### src/rtl/qc_pkg.sv
// Shared types and helpers for the gate-table arbiter: gate width, FSM states
// and the round-robin pick used by rr_priority_pick.
package qc_pkg;

  localparam int GATE_W   = 5;
  localparam int PICK_MAX = 8;

  typedef enum logic [1:0] {
    IDLE  = 2'd0,
    ISSUE = 2'd1,
    WAIT  = 2'd2,
    ACK   = 2'd3
  } arb_state_t;

  typedef struct packed {
    logic       valid;
    logic [2:0] idx;
  } rr_pick_t;

  // First set bit of req at or after ptr, wrapping modulo n (n <= PICK_MAX).
  function automatic rr_pick_t rr_pick(input logic [PICK_MAX-1:0] req,
                                       input logic [2:0]          ptr,
                                       input logic [3:0]          n);
    rr_pick_t   res;
    logic [3:0] k;
    res.valid = 1'b0;
    res.idx   = 3'd0;
    for (int i = 0; i < PICK_MAX; i++) begin
      k = {1'b0, ptr} + 4'(i);
      if (k >= n) begin
        k = k - n;
      end
      if (!res.valid && (4'(i) < n) && req[k[2:0]]) begin
        res.valid = 1'b1;
        res.idx   = k[2:0];
      end
    end
    return res;
  endfunction

endpackage

### src/rtl/rr_priority_pick.sv
// Combinational round-robin selector: rotate by the pointer, take the first
// requester, map back to an absolute index.
module rr_priority_pick
  import qc_pkg::*;
#(
  parameter int NUM_REQ = 4,
  parameter int IDX_W   = 2
) (
  input  logic [NUM_REQ-1:0] i_req,
  input  logic [IDX_W-1:0]   i_ptr,
  output logic               o_valid,
  output logic [IDX_W-1:0]   o_idx
);

  rr_pick_t w_pick;

  // Priority search starting at the round-robin pointer.
  always_comb begin
    w_pick = rr_pick(PICK_MAX'(i_req), 3'(i_ptr), 4'(NUM_REQ));
  end

  assign o_valid = w_pick.valid;
  assign o_idx   = IDX_W'(w_pick.idx);

endmodule

### src/rtl/gate_table_arbiter.sv
// Round-robin arbiter sharing one gate_matrix_table among NUM_REQ requesters,
// with a one-entry last-gate cache and a watchdog on the table's completion.
module gate_table_arbiter
  import qc_pkg::*;
#(
  parameter int NUM_REQ        = 4,
  parameter int TIMEOUT_CYCLES = 64,
  parameter bit CACHE_EN       = 1'b1
) (
  input  logic                            clk,
  input  logic                            reset,
  input  logic [NUM_REQ-1:0]              req,
  input  logic [NUM_REQ-1:0][GATE_W-1:0]  req_gate,
  input  logic                            cache_flush,
  output logic [NUM_REQ-1:0]              grant,
  output logic [NUM_REQ-1:0]              ack,
  output logic                            err,
  output logic [$clog2(NUM_REQ)-1:0]      err_id,
  output logic [GATE_W-1:0]               tbl_gate,
  output logic                            tbl_ready,
  input  logic                            tbl_done_pulse
);

  localparam int IDX_W = $clog2(NUM_REQ);
  localparam int WD_W  = $clog2(TIMEOUT_CYCLES);
  localparam logic [WD_W-1:0]    WD_LAST = WD_W'(TIMEOUT_CYCLES - 1);
  localparam logic [WD_W-1:0]    WD_MAX  = {WD_W{1'b1}};
  localparam logic [NUM_REQ-1:0] REQ_ONE = {{(NUM_REQ-1){1'b0}}, 1'b1};

  arb_state_t          r_state;
  logic [IDX_W-1:0]    r_rr_ptr;
  logic [IDX_W-1:0]    r_win_id;
  logic [GATE_W-1:0]   r_win_gate;
  logic [GATE_W-1:0]   r_cached_gate;
  logic                r_cache_valid;
  logic [WD_W-1:0]     r_wdog;
  logic [NUM_REQ-1:0]  r_grant;
  logic [NUM_REQ-1:0]  r_ack;
  logic                r_err;
  logic [IDX_W-1:0]    r_err_id;
  logic [GATE_W-1:0]   r_tbl_gate;
  logic                r_tbl_ready;

  logic                w_pick_valid;
  logic [IDX_W-1:0]    w_pick_idx;
  logic [GATE_W-1:0]   w_sel_gate;
  logic                w_hit;
  logic [NUM_REQ-1:0]  w_pick_oh;
  logic [NUM_REQ-1:0]  w_win_oh;
  logic [IDX_W-1:0]    w_next_ptr;

  rr_priority_pick #(
    .NUM_REQ (NUM_REQ),
    .IDX_W   (IDX_W)
  ) u_pick (
    .i_req   (req),
    .i_ptr   (r_rr_ptr),
    .o_valid (w_pick_valid),
    .o_idx   (w_pick_idx)
  );

  // Winner gate, cache-hit test, one-hot masks and the wrapped next pointer.
  always_comb begin
    w_sel_gate = req_gate[w_pick_idx];
    w_hit      = CACHE_EN && r_cache_valid && (w_sel_gate == r_cached_gate) && !cache_flush;
    w_pick_oh  = REQ_ONE << w_pick_idx;
    w_win_oh   = REQ_ONE << r_win_id;
    if (r_win_id == IDX_W'(NUM_REQ - 1)) begin
      w_next_ptr = {IDX_W{1'b0}};
    end else begin
      w_next_ptr = r_win_id + IDX_W'(1);
    end
  end

  // Sequencer FSM with registered outputs, cache and watchdog.
  always_ff @(posedge clk or posedge reset) begin
    if (reset) begin
      r_state       <= IDLE;
      r_rr_ptr      <= {IDX_W{1'b0}};
      r_win_id      <= {IDX_W{1'b0}};
      r_win_gate    <= {GATE_W{1'b0}};
      r_cached_gate <= {GATE_W{1'b0}};
      r_cache_valid <= 1'b0;
      r_wdog        <= {WD_W{1'b0}};
      r_grant       <= {NUM_REQ{1'b0}};
      r_ack         <= {NUM_REQ{1'b0}};
      r_err         <= 1'b0;
      r_err_id      <= {IDX_W{1'b0}};
      r_tbl_gate    <= {GATE_W{1'b0}};
      r_tbl_ready   <= 1'b0;
    end else begin
      r_ack       <= {NUM_REQ{1'b0}};
      r_err       <= 1'b0;
      r_tbl_ready <= 1'b0;
      case (r_state)
        IDLE: begin
          if (w_pick_valid) begin
            r_win_id   <= w_pick_idx;
            r_win_gate <= w_sel_gate;
            r_grant    <= w_pick_oh;
            if (w_hit) begin
              r_ack   <= w_pick_oh;
              r_state <= ACK;
            end else begin
              r_tbl_gate  <= w_sel_gate;
              r_tbl_ready <= 1'b1;
              r_state     <= ISSUE;
            end
          end
        end
        ISSUE: begin
          r_wdog  <= {WD_W{1'b0}};
          r_state <= WAIT;
        end
        WAIT: begin
          // Completion beats a same-cycle timeout.
          if (tbl_done_pulse) begin
            r_cached_gate <= r_win_gate;
            r_cache_valid <= 1'b1;
            r_ack         <= w_win_oh;
            r_state       <= ACK;
          end else if (r_wdog == WD_LAST) begin
            r_err         <= 1'b1;
            r_err_id      <= r_win_id;
            r_cache_valid <= 1'b0;
            r_grant       <= {NUM_REQ{1'b0}};
            r_rr_ptr      <= w_next_ptr;
            r_state       <= IDLE;
          end else if (r_wdog != WD_MAX) begin
            r_wdog <= r_wdog + WD_W'(1);
          end
        end
        ACK: begin
          r_grant  <= {NUM_REQ{1'b0}};
          r_rr_ptr <= w_next_ptr;
          r_state  <= IDLE;
        end
        default: begin
          r_grant <= {NUM_REQ{1'b0}};
          r_state <= IDLE;
        end
      endcase
      // Flush overrides any cache fill in the same cycle.
      if (cache_flush) begin
        r_cache_valid <= 1'b0;
      end
    end
  end

  assign grant     = r_grant;
  assign ack       = r_ack;
  assign err       = r_err;
  assign err_id    = r_err_id;
  assign tbl_gate  = r_tbl_gate;
  assign tbl_ready = r_tbl_ready;

endmodule

### config.mk
export PLATFORM = sky130hd
export DESIGN_NAME = gate_table_arbiter
export DESIGN_NICKNAME = d
export VERILOG_FILES = /design/src/rtl/qc_pkg.sv /design/src/rtl/rr_priority_pick.sv /design/src/rtl/gate_table_arbiter.sv
export SDC_FILE = /design/constraint.sdc
export NUM_CORES = 1
export LEC_CHECK = 0
export BUFFER_PORTS_ARGS = -buffer_cell sky130_fd_sc_hd__buf_2
export CAP_MARGIN = 30
export CORE_MARGIN = 2
export CORE_UTILIZATION = 46
export CTS_CLUSTER_DIAMETER = 120
export DETAILED_ROUTE_END_ITERATION = 6
export GPL_ROUTABILITY_DRIVEN = 0
export PLACE_DENSITY = 0.69
export SLEW_MARGIN = 20
export SYNTH_ARGS = -nofsm -noshare
export SYNTH_HDL_FRONTEND = slang
export SYNTH_SLANG_ARGS = --single-unit
### constraint.sdc
create_clock -name clk -period 3 [get_ports clk]
set_clock_uncertainty 0.2 [all_clocks]
set_input_delay 0.15 -clock clk [delete_from_list [all_inputs] [get_ports clk]]
set_output_delay 0.15 -clock clk [all_outputs]
set_load 0.005 [all_outputs]
==> qor.yml <==
outcome: "finished, final reports clean"
hold_violations: 0
num_antenna_cells: 0
power_report.internal_total_mw: 1.466
cp_max_fo: 9
met2_usage_pct: 30.56
finalSetupViolations: 0
fp.dieH_um: 74.13
ant_nets: 0
cts.reportedPaths.clkPinSlew_ps: 80
tritoncts: "done"
fraction_of_the_cycle_the_final_worst_path_needs_pct: 92.43
num_vias: 1888
power.share.switching_pct: 40.16
cts_root_buf: "clkbuf_8"
design.die.area_um2: 5495
post_route_standard_cell_area_excluding_fillers_um2: 2696
pin_count_of_the_biggest_net_entering_global_routing: 41
layoutNonFillerInstCount: 356
yosys_register_bits: 40
drt_wl_total_mm: 5.106
final_net_count: 321
power.static_leakage_nw: 1.318
power.density_nw_per_um2: 908.5
clock_period_minus_worst_slack_ps: 2773
avgSynthCellArea_um2: 9.626
setup.worst_path.start_class: "flip-flop"
synth_sequential_area_ratio_pct: 44.25
grt.total_usage_pct: 19.85
placed_cells: 345
timing.critical_path.required_ps: 2980
synthesis.nets: 268
setup-tns-final_ps: 0
slew_viol_final: 0
switching_power_of_the_nets_mw: 0.9837
drc_errors: 0
cp.arrival_ps: 2760
synth_edf_count: 0
global_route.peak_usage_layer: "met2"
met1_usage_pct: 28.66
clock_sinks: 40
comb_power_share_pct: 45.6
drt_pass_1_iters: 4
postSynth.topFlopCell: "dfrtp_1"
worst_skew_pair.late_latency_ps: 290
totalPowerFinal_mw: 2.450
met3_usage_pct: 4.336
initial_utilization_pct: 47.89
port_buffers: 44
post_route_cells_drive_above_1_share_pct: 28.03
slew_headroom_pct: 49.60
detailedPlacementHpwl_mm: 3.720
placed_cell_area_um2: 2554
hold_slack_ps: 64.31
postCtsSetupRepairBufs: 0
pwr-share-clk_pct: 17.7
clk_path_buf_depth: 2
global_route.overflow_total: 0
worstSetupEndpointType: "flip-flop"
ioPinCount: 45
max_cap_violations: 0
clock_tree.htree_level_count: 2
cts_buffers: 5
synth.yosys.warnings: 0
timing.setup.critical_path_class: "flip-flop to flip-flop"
synthArstFlopShare_pct: 100.0
flow.area_growth_from_synthesis_pct: 19.19
max_slew.worst_pin.slew_ps: 753.2
synthCells: 235
dr_iter_0_viols: 79
vdd.ir_drop.worst_uv: 424.5
die_x_um: 74.13
antenna_found_initial: 0
vias_per_instance: 5.303
power.share.sequential_pct: 36.7
core.rowCount: 25
hold_class: "input port to flip-flop"
fill_cells: 437
fmax_ghz: 0.3606
grt_pass1_vias: 1739
post_drt_wl_per_cell_um: 14.34
number_of_different_library_cells_in_the_post_synthesis_netlist: 52
netlist_area_um2: 2262
area_inside_the_core_boundary_um2: 4723
grt_pass1_wl_mm: 8.280
rsz0062_at_grt: "false"
==> critical path: stages, from the launching register on <==
cell and delay, ps:
dfrtp_1 430, and2_4 190, and2_4 160, nor3_4 380, nand3_1 220, a21o_1 260
a211oi_4 320, a31oi_4 180, mux2_4 320
==> routing by layer <==
layer	wire, um	up-vias
met5	0	-
met3	236	5
met1	2540	890
met2	2287	49
li1	-	944
met4	41	0
==> sequential cells by signal (all words and copies together) (netlist names) <==
signal         flops
r_wdog             6
tbl_ready          1
tbl_gate           5
r_state            2
r_win_id           2
r_rr_ptr           2
err                1
r_cache_valid      1
r_win_gate         5
err_id             2
grant              4
r_cached_gate      5
ack                4
==> timing repair <==
item,in CTS,in global routing
endpoints found under the hold margin,42,0
resized for setup,0,1
hold buffers,3,0
setup endpoints to repair,0,4
==> synth_stat cells, types with 2 or more instances <==
| library cell | number | area, um2 |
|---|---|---|
| nor2_1 | 11 | 41.29 |
| dfrtp_1 | 40 | 1001 |
| nor3_1 | 4 | 20.02 |
| a31oi_1 | 2 | 12.51 |
| inv_1 | 9 | 33.78 |
| mux2i_1 | 2 | 20.02 |
| buf_6 | 2 | 22.52 |
| a211oi_1 | 4 | 30.03 |
| nand2b_1 | 4 | 25.02 |
| and2_1 | 2 | 12.51 |
| a21o_1 | 3 | 22.52 |
| ha_1 | 5 | 62.56 |
| a21oi_1 | 9 | 45.04 |
| mux2_4 | 4 | 60.06 |
| nand4_1 | 2 | 12.51 |
| clkbuf_1 | 4 | 15.01 |
| nand3_1 | 20 | 100.1 |
| and3_1 | 7 | 43.79 |
| o31ai_1 | 2 | 15.01 |
| a211oi_4 | 3 | 60.06 |
| o21ai_0 | 19 | 95.09 |
| mux2_2 | 3 | 33.78 |
| nand2_1 | 44 | 165.2 |
| and2_4 | 2 | 17.52 |
==> power groups by stage <==
| stage | Clock, mW | Sequential (mW) | Combinational [mW] |
|---|---|---|---|
| 2_1_floorplan | 0 | 0.845 | 0.883 |
| 3_3_place_gp | 0 | 0.901 | 1.09 |
| 3_5_place_dp | 0 | 0.905 | 1.11 |
| 4_1_cts | 0.445 | 0.896 | 1.12 |
| 5_1_grt | 0.466 | 0.929 | 1.25 |
| 6_report | 0.434 | 0.899 | 1.12 |
==> placed cells by master (no fill, tap or decap), types with 2 or more instances in the layout <==
cell type	n
and2_1	2
mux2i_1	2
a211oi_4	3
clkbuf_8	5
mux2_4	4
buf_4	6
and2_4	2
dfrtp_1	40
and3_1	7
nand4_1	2
a211oi_1	4
dlygate4sd3_1	3
nand3_1	20
nor2_1	11
buf_2	44
a21oi_1	9
o21ai_0	19
ha_1	5
inv_1	9
mux2_2	3
a31oi_1	2
a21o_1	3
o31ai_1	2
nor3_1	4
nand2b_1	4
nand2_1	44
==> path summary, 6_finish.rpt <==
| path | from | endpoint | slack [ps] | cells after the start |
|---|---|---|---|---|
| hold reg to reg | r_win_gate[3] | r_cached_gate[3] | 280 | 2 |
| min in group asynchronous | reset | tbl_gate[2] | 310 | 4 |
| setup / recovery | r_rr_ptr[1] | tbl_gate[4] | 230 | 8 |
| setup reg to reg | r_rr_ptr[1] | tbl_gate[4] | 230 | 8 |
| hold / removal | req_gate[9] | r_win_gate[4] | 60 | 3 |
| max in group asynchronous | reset | ack[0] | 1940 | 4 |
==> cells by family (layout without fill, tap and decap cells) <==
family,after synthesis,in the layout,share of synthesized area [%]
multiplexers,9,9,5.033
adder cells (fa/ha/maj),5,5,2.765
AO/OA/AOI/OAI,58,58,20.13
buffers and inverters,16,70,4.037
flip-flops,40,40,44.25
AND/OR/NAND/NOR,107,107,23.78
==> through the flow <==
| step | utilization [%] | worst slack, ps |
|---|---|---|
| after global routing | 57.09 | 13.62 |
| after global placement | 54.07 | 146.2 |
| after detailed placement | 54.07 | 110.6 |
| after floorplan | - | 342.4 |
| final | 57.09 | 227.0 |
| after CTS | 56.98 | 99.91 |
==> final cells by class <==
cell class | instances | area (um2) | area share [%]
inverters | 9 | 33.78 | 1.253
multi-input cells | 179 | 1175 | 43.57
clock inverters | 2 | 35.03 | 1.299
repair buffers | 53 | 295.3 | 10.95
well taps | 67 | 83.83 | 3.109
clock buffers | 6 | 72.57 | 2.691
flip-flops and latches | 40 | 1001 | 37.12
Note: power is estimated with default switching activity, not from simulation.
